===== config.mk =====
export PLATFORM = sky130hd
export DESIGN_NAME = eco32_core_ifu_icm_alloc
export DESIGN_NICKNAME = d
export VERILOG_FILES = /design/src/rtl/eco32_core_ifu_icm_pkg.sv /design/src/rtl/eco32_core_ifu_icm_freeenc.sv /design/src/rtl/eco32_core_ifu_icm_alloc.sv
export SDC_FILE = /design/constraint.sdc
export NUM_CORES = 1
export LEC_CHECK = 0
export ABC_AREA = 1
export CAP_MARGIN = 10
export CORE_MARGIN = 2
export CORE_UTILIZATION = 45
export CTS_CLUSTER_DIAMETER = 100
export CTS_CLUSTER_SIZE = 28
export DETAILED_ROUTE_END_ITERATION = 10
export PLACE_DENSITY_LB_ADDON = 0.08
export SLEW_MARGIN = 20
export SYNTH_ARGS = -nofsm -noshare
export SYNTH_HDL_FRONTEND = slang
export SYNTH_SLANG_ARGS = --single-unit

===== constraint.sdc =====
create_clock -name clk -period 3.1 [get_ports clk]
set_input_delay 0.31 -clock clk [delete_from_list [all_inputs] [get_ports clk]]
set_output_delay 0.31 -clock clk [all_outputs]
set_load 0.01 [all_outputs]

===== src/rtl/eco32_core_ifu_icm_pkg.sv =====
`default_nettype none
// ==== eco32_core_ifu_icm_pkg : shared constants for the I-cache miss table / rev 1.0 ====
package eco32_core_ifu_icm_pkg;

  localparam int ICM_ENTRIES = 16;
  localparam int ICM_PTR_W   = 4;

  typedef enum logic [0:0] {
    ICM_IDLE = 1'b0,
    ICM_REQ  = 1'b1
  } icm_state_e;

  localparam logic TAG_LIVE = 1'b1;
  localparam logic TAG_FREE = 1'b0;

endpackage
`default_nettype wire


===== src/rtl/eco32_core_ifu_icm_freeenc.sv =====
`default_nettype none
// ==== eco32_core_ifu_icm_freeenc : lowest-clear-bit priority encoder / rev 1.0 ====
module eco32_core_ifu_icm_freeenc
  import eco32_core_ifu_icm_pkg::*;
(
  input  logic [ICM_ENTRIES-1:0] busy,
  output logic [ICM_PTR_W-1:0]   ptr,
  output logic                   any_free
);

  // Scan high to low so the last hit (the lowest free index) wins.
  always_comb begin
    ptr = '0;
    for (int i = ICM_ENTRIES - 1; i >= 0; i--) begin
      if (!busy[i]) ptr = ICM_PTR_W'(i);
    end
    any_free = ~&busy;
  end

endmodule
`default_nettype wire


===== src/rtl/eco32_core_ifu_icm_alloc.sv =====
`default_nettype none
// ==== eco32_core_ifu_icm_alloc : miss-table slot allocator, fill issue, release / rev 1.0 ====
module eco32_core_ifu_icm_alloc
  import eco32_core_ifu_icm_pkg::*;
(
  input  logic                 clk,
  input  logic                 rst,
  input  logic                 miss_stb,
  input  logic [31:6]          miss_v_addr,
  input  logic [3:0]           miss_asid,
  input  logic                 miss_wid,
  input  logic                 miss_tid,
  output logic                 miss_ack,
  output logic [ICM_PTR_W-1:0] miss_ptr,
  output logic                 tab_wr_stb,
  output logic [ICM_PTR_W-1:0] tab_wr_ptr,
  output logic [31:6]          tab_wr_v_addr,
  output logic [3:0]           tab_wr_asid,
  output logic                 tab_wr_wid,
  output logic                 tab_wr_tag,
  output logic                 tab_wr_tid,
  output logic                 mem_req_stb,
  output logic [ICM_PTR_W-1:0] mem_req_ptr,
  output logic [31:6]          mem_req_v_addr,
  input  logic                 mem_req_ack,
  input  logic                 rel_stb,
  input  logic [ICM_PTR_W-1:0] rel_ptr,
  output logic [4:0]           busy_cnt,
  output logic                 full
);

  icm_state_e             state, state_nxt;
  logic [ICM_ENTRIES-1:0] busy, busy_nxt;
  logic [4:0]             cnt_nxt;
  logic [ICM_PTR_W-1:0]   free_ptr;
  logic                   any_free;
  logic                   alloc;
  logic                   rel_ok;

  eco32_core_ifu_icm_freeenc u_freeenc (
    .busy     (busy),
    .ptr      (free_ptr),
    .any_free (any_free)
  );

  always_ff @(posedge clk or posedge rst) begin
    if (rst) state <= ICM_IDLE;
    else     state <= state_nxt;
  end

  // Any rel_stb, accepted or not, defers the alloc so the write port never double-books.
  always_comb begin
    alloc     = (state == ICM_IDLE) && miss_stb && !full && any_free && !rel_stb;
    rel_ok    = rel_stb && busy[rel_ptr];
    state_nxt = state;
    case (state)
      ICM_IDLE: if (alloc)       state_nxt = ICM_REQ;
      ICM_REQ:  if (mem_req_ack) state_nxt = ICM_IDLE;
      default:                   state_nxt = ICM_IDLE;
    endcase
    busy_nxt = busy;
    if (alloc)  busy_nxt[free_ptr] = 1'b1;
    if (rel_ok) busy_nxt[rel_ptr]  = 1'b0;
    cnt_nxt = busy_cnt + 5'(alloc) - 5'(rel_ok);
  end

  always_ff @(posedge clk or posedge rst) begin
    if (rst) begin
      busy           <= '0;
      busy_cnt       <= '0;
      full           <= 1'b0;
      miss_ack       <= 1'b0;
      miss_ptr       <= '0;
      tab_wr_stb     <= 1'b0;
      tab_wr_ptr     <= '0;
      tab_wr_v_addr  <= '0;
      tab_wr_asid    <= '0;
      tab_wr_wid     <= 1'b0;
      tab_wr_tag     <= TAG_FREE;
      tab_wr_tid     <= 1'b0;
      mem_req_stb    <= 1'b0;
      mem_req_ptr    <= '0;
      mem_req_v_addr <= '0;
    end else begin
      busy       <= busy_nxt;
      busy_cnt   <= cnt_nxt;
      full       <= (cnt_nxt == 5'(ICM_ENTRIES));
      miss_ack   <= alloc;
      tab_wr_stb <= alloc | rel_ok;
      if (alloc) begin
        miss_ptr       <= free_ptr;
        tab_wr_ptr     <= free_ptr;
        tab_wr_v_addr  <= miss_v_addr;
        tab_wr_asid    <= miss_asid;
        tab_wr_wid     <= miss_wid;
        tab_wr_tag     <= TAG_LIVE;
        tab_wr_tid     <= miss_tid;
        mem_req_stb    <= 1'b1;
        mem_req_ptr    <= free_ptr;
        mem_req_v_addr <= miss_v_addr;
      end else begin
        // Release writes carry only the index; the rest of the entry is zeroed.
        tab_wr_ptr    <= rel_ok ? rel_ptr : '0;
        tab_wr_v_addr <= '0;
        tab_wr_asid   <= '0;
        tab_wr_wid    <= 1'b0;
        tab_wr_tag    <= TAG_FREE;
        tab_wr_tid    <= 1'b0;
        if (state == ICM_REQ && mem_req_ack) mem_req_stb <= 1'b0;
      end
    end
  end

endmodule
`default_nettype wire

### Yosys cells after proc, flatten, opt, wreduce, memory -nomap -nowiden

Index checks and enable logic that the tools add are counted.

* memories kept: 0
* ROM bits: 0
* logic and storage cells: 75
* register bits after elaboration: 93
* RAM bits: 0
* bits in latches: 0

* multiply operators: 0
* $add $sub $neg: 2
* bitwise operators: 5
* shift operators: 0
* eq/ne operators: 1
* divide/modulo/power cells: 0
* reduce and logical (&&, ||, !) cells: 13
* mux-type cells: 35
* magnitude comparators: 4

Operators by type and width (count)
* $mux W4: 19
* $mux W16: 2
* $mux W26: 1
* $and A16 B16 Y16: 1
* $not A16 Y16: 1
* $or A16 B16 Y16: 1
* $reduce_and A16 Y1: 1
* $lt A4 B5 Y1 const B: 2
* $mux W1: 9
* $demux W1 S4: 2
* $ge A4 B1 Y1 const B: 2
* $logic_and A1 B1 Y1: 8
* $add A5 B1 Y5: 1
* $eq A5 B5 Y1 const B: 1
* $sub A5 B1 Y5: 1
* $bmux W1 S4: 1
* $logic_not A1 Y1: 3
* $pmux W1 S2: 1
* $reduce_bool A2 Y1: 1
* $not A1 Y1: 1
* $or A1 B1 Y1: 1

### Depth between registers and ports, before layout

Gate-level depths: netlist of run 1.

* depth in word-level cells: 24
* depth in mapped cells: 18

### Cells and area by module

A second synthesis of run 1 with hierarchy kept.

* cells, all modules: 518
* area, all modules: 4191.5 um2

Modules (own cells, without submodules)
* eco32_core_ifu_icm_alloc: times used 1, cells an instance 480, area an instance 4026.4 um2
* eco32_core_ifu_icm_freeenc: times used 1, cells an instance 38, area an instance 165.2 um2

### Worst setup path before layout of run 1

Ideal clock, no wire load.

* path type: reg2reg
* start point: register busy[2]
* end point: register full
* arrival time: 2.697 ns
* clock period less this slack: 2.769 ns
* data required time: 3.029 ns
* cell stages (with the launch flop): 18
* path slack: 0.331 ns
* cell sequence: dfrtp_1 buf_2 inv_1 nor3_2 nand2_2 nand2_1 nand2_1 inv_2 buf_4 ha_1 inv_1 ha_1 inv_1 fa_1 o21ai_0 xor2_1 nand3_1 nor2_1

* longest elaborated chain between the ends: 7
* elaborated cells on any way between the ends: 10
* those cells by class: 2 x add/sub; 1 x eq/ne; 2 x mux; 5 x reduce/logical

RTL lines
* start: declaration: line eco32_core_ifu_icm_alloc.sv:33 `logic [ICM_ENTRIES-1:0] busy, busy_nxt;`
* start signal: assignment: line eco32_core_ifu_icm_alloc.sv:85 `busy <= busy_nxt;`
* $reduce_and A16 Y1: line eco32_core_ifu_icm_freeenc.sv:17 `any_free = ~&busy;`
* $logic_not A1 Y1: line eco32_core_ifu_icm_freeenc.sv:17
* $logic_and A1 B1 Y1 (2 in series): line eco32_core_ifu_icm_alloc.sv:53 `alloc = (state == ICM_IDLE) && miss_stb && !full && any_free && !rel_stb;`
* $add A5 B1 Y5: line eco32_core_ifu_icm_alloc.sv:64 `cnt_nxt = busy_cnt + 5'(alloc) - 5'(rel_ok);`
* $sub A5 B1 Y5 (*): line eco32_core_ifu_icm_alloc.sv:64
* named net cnt_nxt[4]: line eco32_core_ifu_icm_alloc.sv:34 `logic [4:0] cnt_nxt;`
* $eq A5 B5 Y1 (*): line eco32_core_ifu_icm_alloc.sv:87 `full <= (cnt_nxt == 5'(ICM_ENTRIES));`
* end signal: assignment: line eco32_core_ifu_icm_alloc.sv:87
* end: declaration: line eco32_core_ifu_icm_alloc.sv:29 `output logic full`

The timed path passes the listed nets; every way through them passes the cells marked *. The select of a mux whose other input is x is not followed.
A chain may end at the register's enable or synchronous reset.

### Worst setup path after layout of run 1

* start point: register busy[0]
* end point: register full

The elaborated chain is that of the path after synthesis.

==> results of run 1 <==
## layout by cell type (no fill, tap or decap), types with 4 or more instances in the layout
cell type        count
nor2_1              28
nand2_1            130
buf_4               14
ha_1                 6
clkdlybuf4s50_1    118
nand2_2              7
inv_1               64
dfrtp_1             92
a21oi_1             15
nand3_1             15
nand4_1              9
inv_2                8
clkbuf_8            10
o21ai_1              4
o21ai_0              7
## sequential cells by signal, summed over array words and instances (netlist names), 4 cells and up
signal,flops
tab_wr_v_addr,26
busy_cnt,5
mem_req_ptr,4
busy,16
tab_wr_ptr,4
tab_wr_asid,4
mem_req_v_addr,26
## cells by family after synthesis
group / synth area share, %
AO/OA/AOI/OAI: 5.08
AND/OR/NAND/NOR: 21.9
XOR/XNOR: 0.917
flip-flops: 60.2
buffers and inverters: 9.36
adder cells (fa/ha/maj): 2.49
## per-stage QoR
step           hold slack, ns  power, mW
2_1_floorplan           0.416       3.16
4_1_cts                 0.403       4.99
5_1_grt                 0.335       5.41
6_report                0.344       5.02
3_5_place_dp            0.458       4.25
3_3_place_gp            0.453       4.21
## per-layer routing
layer / track usage, % / part of all wire [%]
met4: 5.83 / 1.5
met5: 0 / 0
met3: 5.32 / 5.8
met2: 33.9 / 48
met1: 29.7 / 45
## final timing paths
path | startpoint | end | slack (ns) | cells past startpoint
setup / recovery | busy[0] | full | 0.38 | 15
hold / removal | rel_ptr[1] | tab_wr_ptr[1] | 0.34 | 3
setup reg to reg | busy[0] | full | 0.38 | 15
hold reg to reg | mem_req_v_addr[7] | mem_req_v_addr[7] | 0.47 | 2
max in group asynchronous | rst | mem_req_stb | 1.99 | 3
min in group asynchronous | rst | tab_wr_v_addr[16] | 0.39 | 2
## critical path: cells and delay by family, from the launching register on
family | cells | cell delay (ns)
XOR/XNOR | 1 | 0.20
adder cells (fa/ha/maj) | 3 | 0.78
AO/OA/AOI/OAI | 1 | 0.17
AND/OR/NAND/NOR | 7 | 0.78
flip-flops | 1 | 0.53
buffers and inverters | 3 | 0.18
## timing repair
item | 4_1_cts | 5_1_grt
resized for setup | 0 | 6
endpoints found under the setup margin | 0 | 1
hold buffers | 0 | 0
setup buffers | 0 | 2
## power by group
group          total (mW)  switching (mW)  internal [mW]  leakage [nW]
clock network       0.728           0.417          0.312        0.0848
registers            1.93           0.287           1.64          1.15
logic                2.36            1.23           1.13          1.62
total                5.02            1.94           3.08          2.85
## synth_stat cells (all sizes together)
master   instances
nand2          138
dfrtp           92
inv             73
nor2            30
a21oi           15
nand3           15
buf             12
o21ai           11
nand4            9
ha               6
nor3             3
a31oi            2
o2111ai          2
o22ai            2
xnor2            2
xor2             2
clkbuf           1
fa               1
nor4             1
o21a             1
o31ai            1
or2              1
## area by class of cell
type	count	area, um^2
clock buffer	10	138
tap	105	131
multi-input combinational	242	1170
sequential	92	2300
timing repair buffer	135	1330
clock inverter	5	37.5
fill	685	2830
inverter	73	275
==> results by group, run 1 <==
Outcome
  • Outcome: complete, no violations

Route
  • Routed len/inst: about 14 um
  • Routed Antenna Nets: 0
  • DRT Pass-1 Iters: 4
  • Drt drc: 0
  • Iter 0 DRT Violations: 121
  • Wirelength, routed: about 9500 um
  • Routed vias/inst: 4.74
  • DR vias: 3140

Cells and area
  • Antenna diodes: 0
  • Post-route cell area: 5390 um^2
  • Final core occ: 65.6%
  • Synth-to-Final Area Change: 41.0%
  • Layout Nets: 601
  • Non-Filler Instances: 662
  • Layout cells sized above 1: roughly a tenth

Critical path
  • Crit path max fanout: 9
  • Setup crit start kind: register
  • Worst Setup End Kind: register
  • Critical Path Max Stage Delay: 0.53 ns
  • CP max stage cell: dfrtp_1
  • Req. time, crit path: between 3 and 4 ns
  • Cell repeated most along the worst path: nand2_1
  • Critical path class: reg -> reg
  • Crit-path cells: nand2_1, nor3_2, nand2_2, nand2_1, nand2_1, inv_2, ha_1, inv_1, ha_1, inv_1, fa_1, o21ai_1, xor2_1, nand3_1, nor2_1
  • Critical path arrival: 3.01 ns

Yosys
  • Synth area leader: dfrtp_1
  • Top area cells in the synthesized netlist: dfrtp_1, nand2_1, inv_1
  • Area of the mapped netlist: roughly 3800 um^2
  • Cell variety after synth: 29
  • Syn_nets: roughly 470
  • Synth Instances: 420
  • Mean Syn Cell Area: 9.10 um^2
  • Yosys top cell area share: 60.2%
  • Synth warn: 0
  • Post-synthesis sequential area ratio: between 60% and 70%
  • Synthesis-stage register bit count: 92

Timing
  • Setup WS post-layout: around 0.38 ns
  • Clock skew: 0.00712 ns
  • RSZ-0062 raised after global routing: no
  • Worst slew pin tran: 0.734 ns
  • Final hold vios: 0
  • Final setup TNS: 0 ns
  • Slew Viols, Final: 0
  • Final worst path period share: 87.8%
  • F_max: 367 MHz
  • Tmin final: about 2.7 ns
  • Final setup fails: 0
  • Worst slew margin: between 50% and 60%

GRT
  • Total track usage: between 20% and 30%
  • GR Overflow Total: 0
  • Initial antenna violation count: 0
  • First-pass GRT wire length: 14800 um
  • Largest net degree at the start of global routing: slightly above 50
  • Vias in the first global route: 2938

Clocking
  • CTS root buf: clkbuf_8
  • Clock-pin slew on the worst setup and hold paths: 0.09 ns
  • Clock Sinks: 92
  • Num CTS Buffers: 9
  • Worst-Skew Late Latency: 0.35 ns
  • H-tree levels: 3
  • Max clock buf depth: 2
  • TritonCTS clock tree: yes

Placement
  • I/O Buffers: 120
  • Pre-CTS setup slack: -0.170 ns
  • Placed Cells: 645
  • Post-DP HPWL: 7100 um
  • DP Area: 5180 um^2
  • GP Congestion: 0.960

Floorplanning
  • Die area: 9240 um^2
  • Core Area: 8220 um^2
  • I/O pin cnt: ~120
  • Site Rows: 33
  • Vert. Die Dim: 96.2 um
  • Die W: 96.2 um
  • Initial Utilization: 46.5%

Power
  • Leak Pwr: approximately 2.9 nW
  • Peak supply drop: 0.000747 V
  • Cell area power density: 931 nW/um^2

Min path
  • Worst hold-check path type: in -> reg

Flow run
  • MaxCap Viol Count: 0
No activity file was read; power rests on OpenSTA's default activity.
==> inputs of run 2 (changes only) <==
Settings changed: DONT_BUFFER_PORTS set to 1.
==> run 2 against run 1 <==
Compared with the run above: worst setup slack lost 0.0095 ns; sequential cell count is the same; sequential power is 12% higher; power fell by 14%; count of clock-buffer cells in the layout unchanged; critical path depth is the same; wire length down 12%; final area down 23%; largest power group is now sequential cells; critical endpoint unchanged.
==> results by group, run 2 (synthesized netlist as in run 1, its figures left out) <==
Route
  • DR vias: 2681 (was 3140)
  • Iter 0 DRT Violations: 149 (was 121)
  • Drt drc: 0 (unchanged)
  • Routed len/inst: 15.8 um (was 14.4 um)
  • Wirelength, routed: 8420 um (was 9540 um)
  • DRT Pass-1 Iters: 4 (unchanged)
  • Routed Antenna Nets: 0 (unchanged)
  • Routed vias/inst: 5.03 (was 4.74)

Flow run
  • MaxCap Viol Count: 0 (unchanged)

Clocking
  • Clock Sinks: 92 (unchanged)
  • Setup bufs post-CTS: 0 (unchanged)
  • H-tree levels: 3 (unchanged)
  • Clock-pin slew on the worst setup and hold paths: 0.09 ns (about the same)
  • Num CTS Buffers: 9 (unchanged)
  • TritonCTS clock tree: yes (unchanged)
  • Worst-Skew Late Latency: 0.35 ns (about the same)
  • CTS root buf: clkbuf_8 (unchanged)
  • Max clock buf depth: 2 (unchanged)

Cells and area
  • Fill cell count: 790 (was 685)
  • Layout cells sized above 1: 10.3% (was 9.69%)
  • Layout Nets: 471 (was 601)
  • Largest registers: mem_req_v_addr: 26 flops, tab_wr_v_addr: 26 flops, busy: 16 flops (unchanged)
  • Antenna diodes: 0 (unchanged)
  • Synth-to-Final Area Change: 8.28% (was 41.0%)
  • Commonest non-fill, non-tap cell in the layout: nand2_1 (unchanged)
  • Storage cell area: 2300 um^2 (about the same)
  • Most frequent cells in the layout: nand2_1, dfrtp_1, inv_1 (was nand2_1, clkdlybuf4s50_1, dfrtp_1)
  • Post-route cell area: 4140 um^2 (was 5390 um^2)
  • Footprint of the multi-input gates: 1170 um^2 (about the same)

Floorplanning
  • Die area: 9240 um^2 (unchanged)
  • Initial Utilization: 46.5% (unchanged)
  • I/O pin cnt: 121 (unchanged)
  • Core Area: 8220 um^2 (unchanged)
  • Die W: 96.2 um (unchanged)
  • Vert. Die Dim: 96.2 um (unchanged)
  • Site Rows: 33 (unchanged)

GRT
  • Vias in the first global route: 2570 (was 2938)
  • Grt met1 use: 23.9% (was 29.7%)
  • GRT busiest layer: met2 (unchanged)
  • Met2 GRT Util: 29.7% (was 33.9%)
  • Initial antenna violation count: 0 (unchanged)
  • First-pass GRT wire length: 12900 um (was 14800 um)
  • Met3 Track Usage GR: 6.42% (was 5.32%)
  • GR Overflow Total: 0 (unchanged)
  • Total track usage: 18.7% (was 21.5%)
  • Largest net degree at the start of global routing: 70 (was 51)

Timing
  • Tmin final: 2.73 ns (was 2.72 ns)
  • WHS: 0.0516 ns (was 0.344 ns)
  • RSZ-0062 raised after global routing: no (unchanged)
  • Final setup fails: 0 (unchanged)
  • F_max: 366 MHz (was 367 MHz)
  • Final hold vios: 0 (unchanged)
  • Clock skew: 0.0102 ns (was 0.00712 ns)
  • Final worst path period share: 88.1% (was 87.8%)
  • Worst slew pin tran: 0.485 ns (was 0.734 ns)
  • Worst slew margin: 67.5% (was 51.0%)
  • Slew Viols, Final: 0 (unchanged)
  • Final setup TNS: 0 ns (unchanged)

Critical path
  • Worst Setup End Kind: register (unchanged)
  • Setup crit start kind: register (unchanged)
  • Req. time, crit path: 3.39 ns (was 3.38 ns)
  • Crit path max fanout: 4 (was 9)
  • Critical path arrival: 3.02 ns (was 3.01 ns)
  • Critical path class: reg -> reg (unchanged)

Min path
  • Worst hold-check path type: in -> reg (unchanged)

Power
  • Sw Ratio: 42.2% (was 38.6%)
  • Sequential share of power: 50.4% (was 38.4%)
  • Int Pwr: 2.49 mW (was 3.08 mW)
  • Cell area power density: 1040 nW/um^2 (was 931 nW/um^2)
  • Comb pwr share: 30.3% (was 47.0%)
  • Sw Pwr: 1.82 mW (was 1.94 mW)
  • Leak Pwr: 2.35 nW (was 2.85 nW)
  • Peak supply drop: 0.000506 V (was 0.000747 V)
  • Final total power: 4.31 mW (was 5.02 mW)
  • Clock Power Share: 19.3% (was 14.5%)

Placement
  • I/O Buffers: 0 (was 120)
  • DP Area: 3910 um^2 (was 5180 um^2)
  • Post-DP HPWL: 6170 um (was 7100 um)
  • GP Congestion: 0.918 (was 0.960)

Outcome
  • Outcome: complete, no violations (unchanged)
-- run 2: final timing paths --
| path | from | endpoint | slack (ns) | cells after the start |
|---|---|---|---|---|
| setup / recovery | busy[7] | full | 0.37 | 15 |
| hold / removal | miss_asid[1] | tab_wr_asid[1] | 0.05 | 2 |
| setup reg to reg | busy[7] | full | 0.37 | 15 |
| hold reg to reg | state | state | 0.53 | 1 |
| max in group asynchronous | rst | busy[14] | 1.99 | 3 |
| min in group asynchronous | rst | tab_wr_v_addr[16] | 0.41 | 2 |
-- run 2: cell type report --
type	count	share of cell area, %
multi-input cells	242	28.2
inverters	73	6.65
clock buffers	10	3.33
flip-flops and latches	92	55.7
clock inverters	6	1.72
well taps	105	3.18
repair buffers	5	1.27
-- run 2: per-layer routing --
layer  share of wire (%)  routed length, um
met1                  41               3460
met2                  47               3980
met3                 9.4                793
met4                 2.1                179
met5                   0                  0
-- run 2: timing repair --
item	CTS	global route
hold buffers	1	0
endpoints found under the hold margin	23	0
endpoints found under the setup margin	0	1
gates resized for setup	0	2
-- run 2: critical path, cell delays in order, from the launching register on --
cell	delay (ns)
dfrtp_1	0.42
inv_2	0.07
nor4_4	0.35
nand2_2	0.10
nand2_1	0.11
nand2_1	0.09
inv_2	0.06
ha_1	0.22
inv_1	0.05
ha_1	0.16
inv_1	0.05
fa_1	0.39
o21ai_0	0.22
xor2_1	0.20
nand3_1	0.09
nor2_1	0.09
-- run 2: power by group through the flow --
stage	logic (mW)	clock network, mW	registers [mW]
3_3_place_gp	1.30	0	2.20
6_report	1.31	0.832	2.17
5_1_grt	1.51	0.920	2.24
2_1_floorplan	1.10	0	2.06
4_1_cts	1.32	0.861	2.18
3_5_place_dp	1.31	0	2.20
-- run 2: per-stage QoR --
step / instances / worst slack, ns / utilization, %
2_1_floorplan: 420 / 0.331 / -
3_3_place_gp: 516 / 0.347 / 47.6
3_5_place_dp: 516 / 0.253 / 47.6
4_1_cts: 533 / 0.313 / 50.3
5_1_grt: 533 / 0.0352 / 50.4
6_report: 533 / 0.369 / 50.4
==> inputs of run 3 (changes only) <==
Settings changed: CORE_MARGIN 2 to unset.
==> run 3 against run 2 <==
Compared with the run above: register-to-register slack got worse by 0.13 ns; first-iteration DRC count rose by 12%; sequential power barely moved; wire length rose by 0.40%; final cell count fell by 0.19%; count of clock-buffer cells in the layout fell by 1; die area fell by 4.1%; non-clock buffer count fell by 1; power fell by 1.5%; worst setup slack got worse by 0.13 ns; hold slack got worse by 0.015 ns; critical path type unchanged.
==> results by group, run 3 (synthesized netlist as in run 1, its figures left out) <==
Outcome
  • Outcome: complete, no violations (unchanged)

Clocking
  • Worst-Skew Late Latency: 0.36 ns (was 0.35 ns)
  • TritonCTS clock tree: yes (unchanged)
  • H-tree levels: 3 (unchanged)
  • Post-CTS Resized: 0 (unchanged)
  • Clock Sinks: 92 (unchanged)
  • Clock-pin slew on the worst setup and hold paths: 0.10 ns (was 0.09 ns)
  • Max clock buf depth: 2 (unchanged)
  • Num CTS Buffers: 9 (unchanged)
  • CTS root buf: clkbuf_8 (unchanged)

Critical path
  • CP max stage cell: dfrtp_1 (unchanged)
  • Critical path arrival: 3.16 ns (was 3.02 ns)
  • Setup crit start kind: register (unchanged)
  • Buf/Inv on CP: 3 (was 4)
  • Worst Setup End Kind: register (unchanged)
  • Cell repeated most along the worst path: nand2_1
  • Critical path class: reg -> reg (unchanged)
  • Req. time, crit path: 3.40 ns (was 3.39 ns)
  • Crit-path leading delay family: simple AND/OR/NAND/NOR gates (unchanged)
  • Crit path max fanout: 9 (was 4)
  • Critical Path Max Stage Delay: 0.54 ns (was 0.42 ns)
  • Crit-path cells: nand2_1, nor3_2, nand2_2, nand2_1, nand2_1, inv_2, ha_1, inv_1, ha_1, inv_1, fa_1, o21ai_0, xor2_1, nand3_1, nor2_1 (was inv_2, nor4_4, nand2_2, nand2_1, nand2_1, inv_2, ha_1, inv_1, ha_1, inv_1, fa_1, o21ai_0, xor2_1, nand3_1, nor2_1)

GRT
  • First-pass GRT wire length: 13600 um (was 12900 um)
  • Total track usage: 20.7% (was 18.7%)
  • Vias in the first global route: 2653 (was 2570)
  • Initial antenna violation count: 0 (unchanged)
  • GR Overflow Total: 0 (unchanged)
  • Largest net degree at the start of global routing: 59 (was 70)

Cells and area
  • Post-route cell area: 4100 um^2 (was 4140 um^2)
  • Layout cells sized above 1: 9.60% (was 10.3%)
  • Synth-to-Final Area Change: 7.33% (was 8.28%)
  • Fill cell count: 795 (was 790)
  • Commonest non-fill, non-tap cell in the layout: nand2_1 (unchanged)
  • Non-Filler Instances: 532 (was 533)
  • Largest registers: mem_req_v_addr: 26 flops, tab_wr_v_addr: 26 flops, busy: 16 flops (unchanged)
  • Most frequent cells in the layout: nand2_1, dfrtp_1, inv_1 (unchanged)
  • Antenna diodes: 0 (unchanged)
  • Final core occ: 49.9% (was 50.4%)
  • Layout Nets: 470 (was 471)

Floorplanning
  • I/O pin cnt: 121 (unchanged)
  • Site Rows: 33 (unchanged)
  • Die W: 94.2 um (was 96.2 um)
  • Vert. Die Dim: 94.2 um (was 96.2 um)
  • Initial Utilization: 46.5% (unchanged)
  • Core Area: 8220 um^2 (unchanged)
  • Die area: 8860 um^2 (was 9240 um^2)

Timing
  • Worst slew margin: 60.5% (was 67.5%)
  • Clock skew: 0.0146 ns (was 0.0102 ns)
  • Worst slew pin tran: 0.591 ns (was 0.485 ns)
  • Setup WS post-layout: 0.243 ns (was 0.369 ns)
  • Final setup TNS: 0 ns (unchanged)
  • Final worst path period share: 92.2% (was 88.1%)
  • Final hold vios: 0 (unchanged)
  • RSZ-0062 raised after global routing: no (unchanged)
  • Tmin final: 2.86 ns (was 2.73 ns)
  • F_max: 350 MHz (was 366 MHz)
  • WHS: 0.0369 ns (was 0.0516 ns)
  • Final setup fails: 0 (unchanged)
  • Slew Viols, Final: 0 (unchanged)

Placement
  • Pre-CTS setup slack: 0.265 ns (was 0.253 ns)
  • Placed Cells: 515 (was 516)
  • GP Congestion: 0.892 (was 0.918)
  • I/O Buffers: 0 (unchanged)
  • Post-DP HPWL: 6050 um (was 6170 um)
  • DP Area: 3910 um^2 (about the same)

Power
  • Cell area power density: 1030 nW/um^2 (was 1040 nW/um^2)
  • Int Pwr: 2.39 mW (was 2.49 mW)
  • Leak Pwr: 2.34 nW (was 2.35 nW)
  • Comb pwr share: 30.6% (was 30.3%)
  • Peak supply drop: 0.000557 V (was 0.000506 V)
  • Final total power: 4.24 mW (was 4.31 mW)
  • Clock Power Share: 18.3% (was 19.3%)
  • Sequential share of power: 51.1% (was 50.4%)
  • Sw Pwr: 1.85 mW (was 1.82 mW)
  • Sw Ratio: 43.7% (was 42.2%)

Route
  • Iter 0 DRT Violations: 167 (was 149)
  • DRT Pass-1 Iters: 4 (unchanged)
  • DR vias: 2645 (was 2681)
  • Drt drc: 0 (unchanged)
  • Routed vias/inst: 4.97 (was 5.03)
  • Routed len/inst: 15.9 um (was 15.8 um)
  • Wirelength, routed: 8450 um (was 8420 um)
  • Routed Antenna Nets: 0 (unchanged)

Flow run
  • MaxCap Viol Count: 0 (unchanged)

Min path
  • Worst hold-check path type: in -> reg (unchanged)
[run 3: path summary, 6_finish.rpt]
path                                    from            endpoint  slack [ns]  depth (start not counted)
min                                 miss_wid          tab_wr_wid        0.04                          2
max                                  busy[0]                full        0.24                         15
min in group asynchronous                rst  mem_req_v_addr[13]        0.44                          2
min reg2reg                mem_req_v_addr[6]   mem_req_v_addr[6]        0.55                          2
max reg2reg                          busy[0]                full        0.24                         15
max in group asynchronous                rst    tab_wr_v_addr[7]        1.95                          3
[run 3: layout make-up]
type	instances	area, um^2	area share [%]
sequential	92	2300	56.1
multi-input combinational	242	1160	28.3
inverter	73	275	6.71
tap	105	131	3.20
clock buffer	9	124	3.02
clock inverter	7	62.6	1.53
timing repair buffer	4	45.0	1.10
[run 3: routing by layer]
layer | vias up | GRT usage (%) | share of wire [%] | routed length, um
li1 | 1279 | - | - | -
met1 | 1251 | 27.4 | 43 | 3610
met2 | 103 | 31.7 | 47 | 3970
met3 | 12 | 6.07 | 8.5 | 719
met4 | 0 | 7.95 | 1.8 | 150
met5 | - | 0 | 0 | 0
[run 3: power by group through the flow]
stage	sequential [mW]	clock [mW]	combinational (mW)
final	2.17	0.776	1.30
after global routing	2.24	0.868	1.50
after CTS	2.18	0.801	1.31
after detailed placement	2.20	0	1.30
after global placement	2.20	0	1.29
after floorplan	2.06	0	1.10
[run 3: timing repair]
action	4_1_cts	5_1_grt
endpoints found under the hold margin	34	0
hold buffers	1	0
setup buffers	0	0
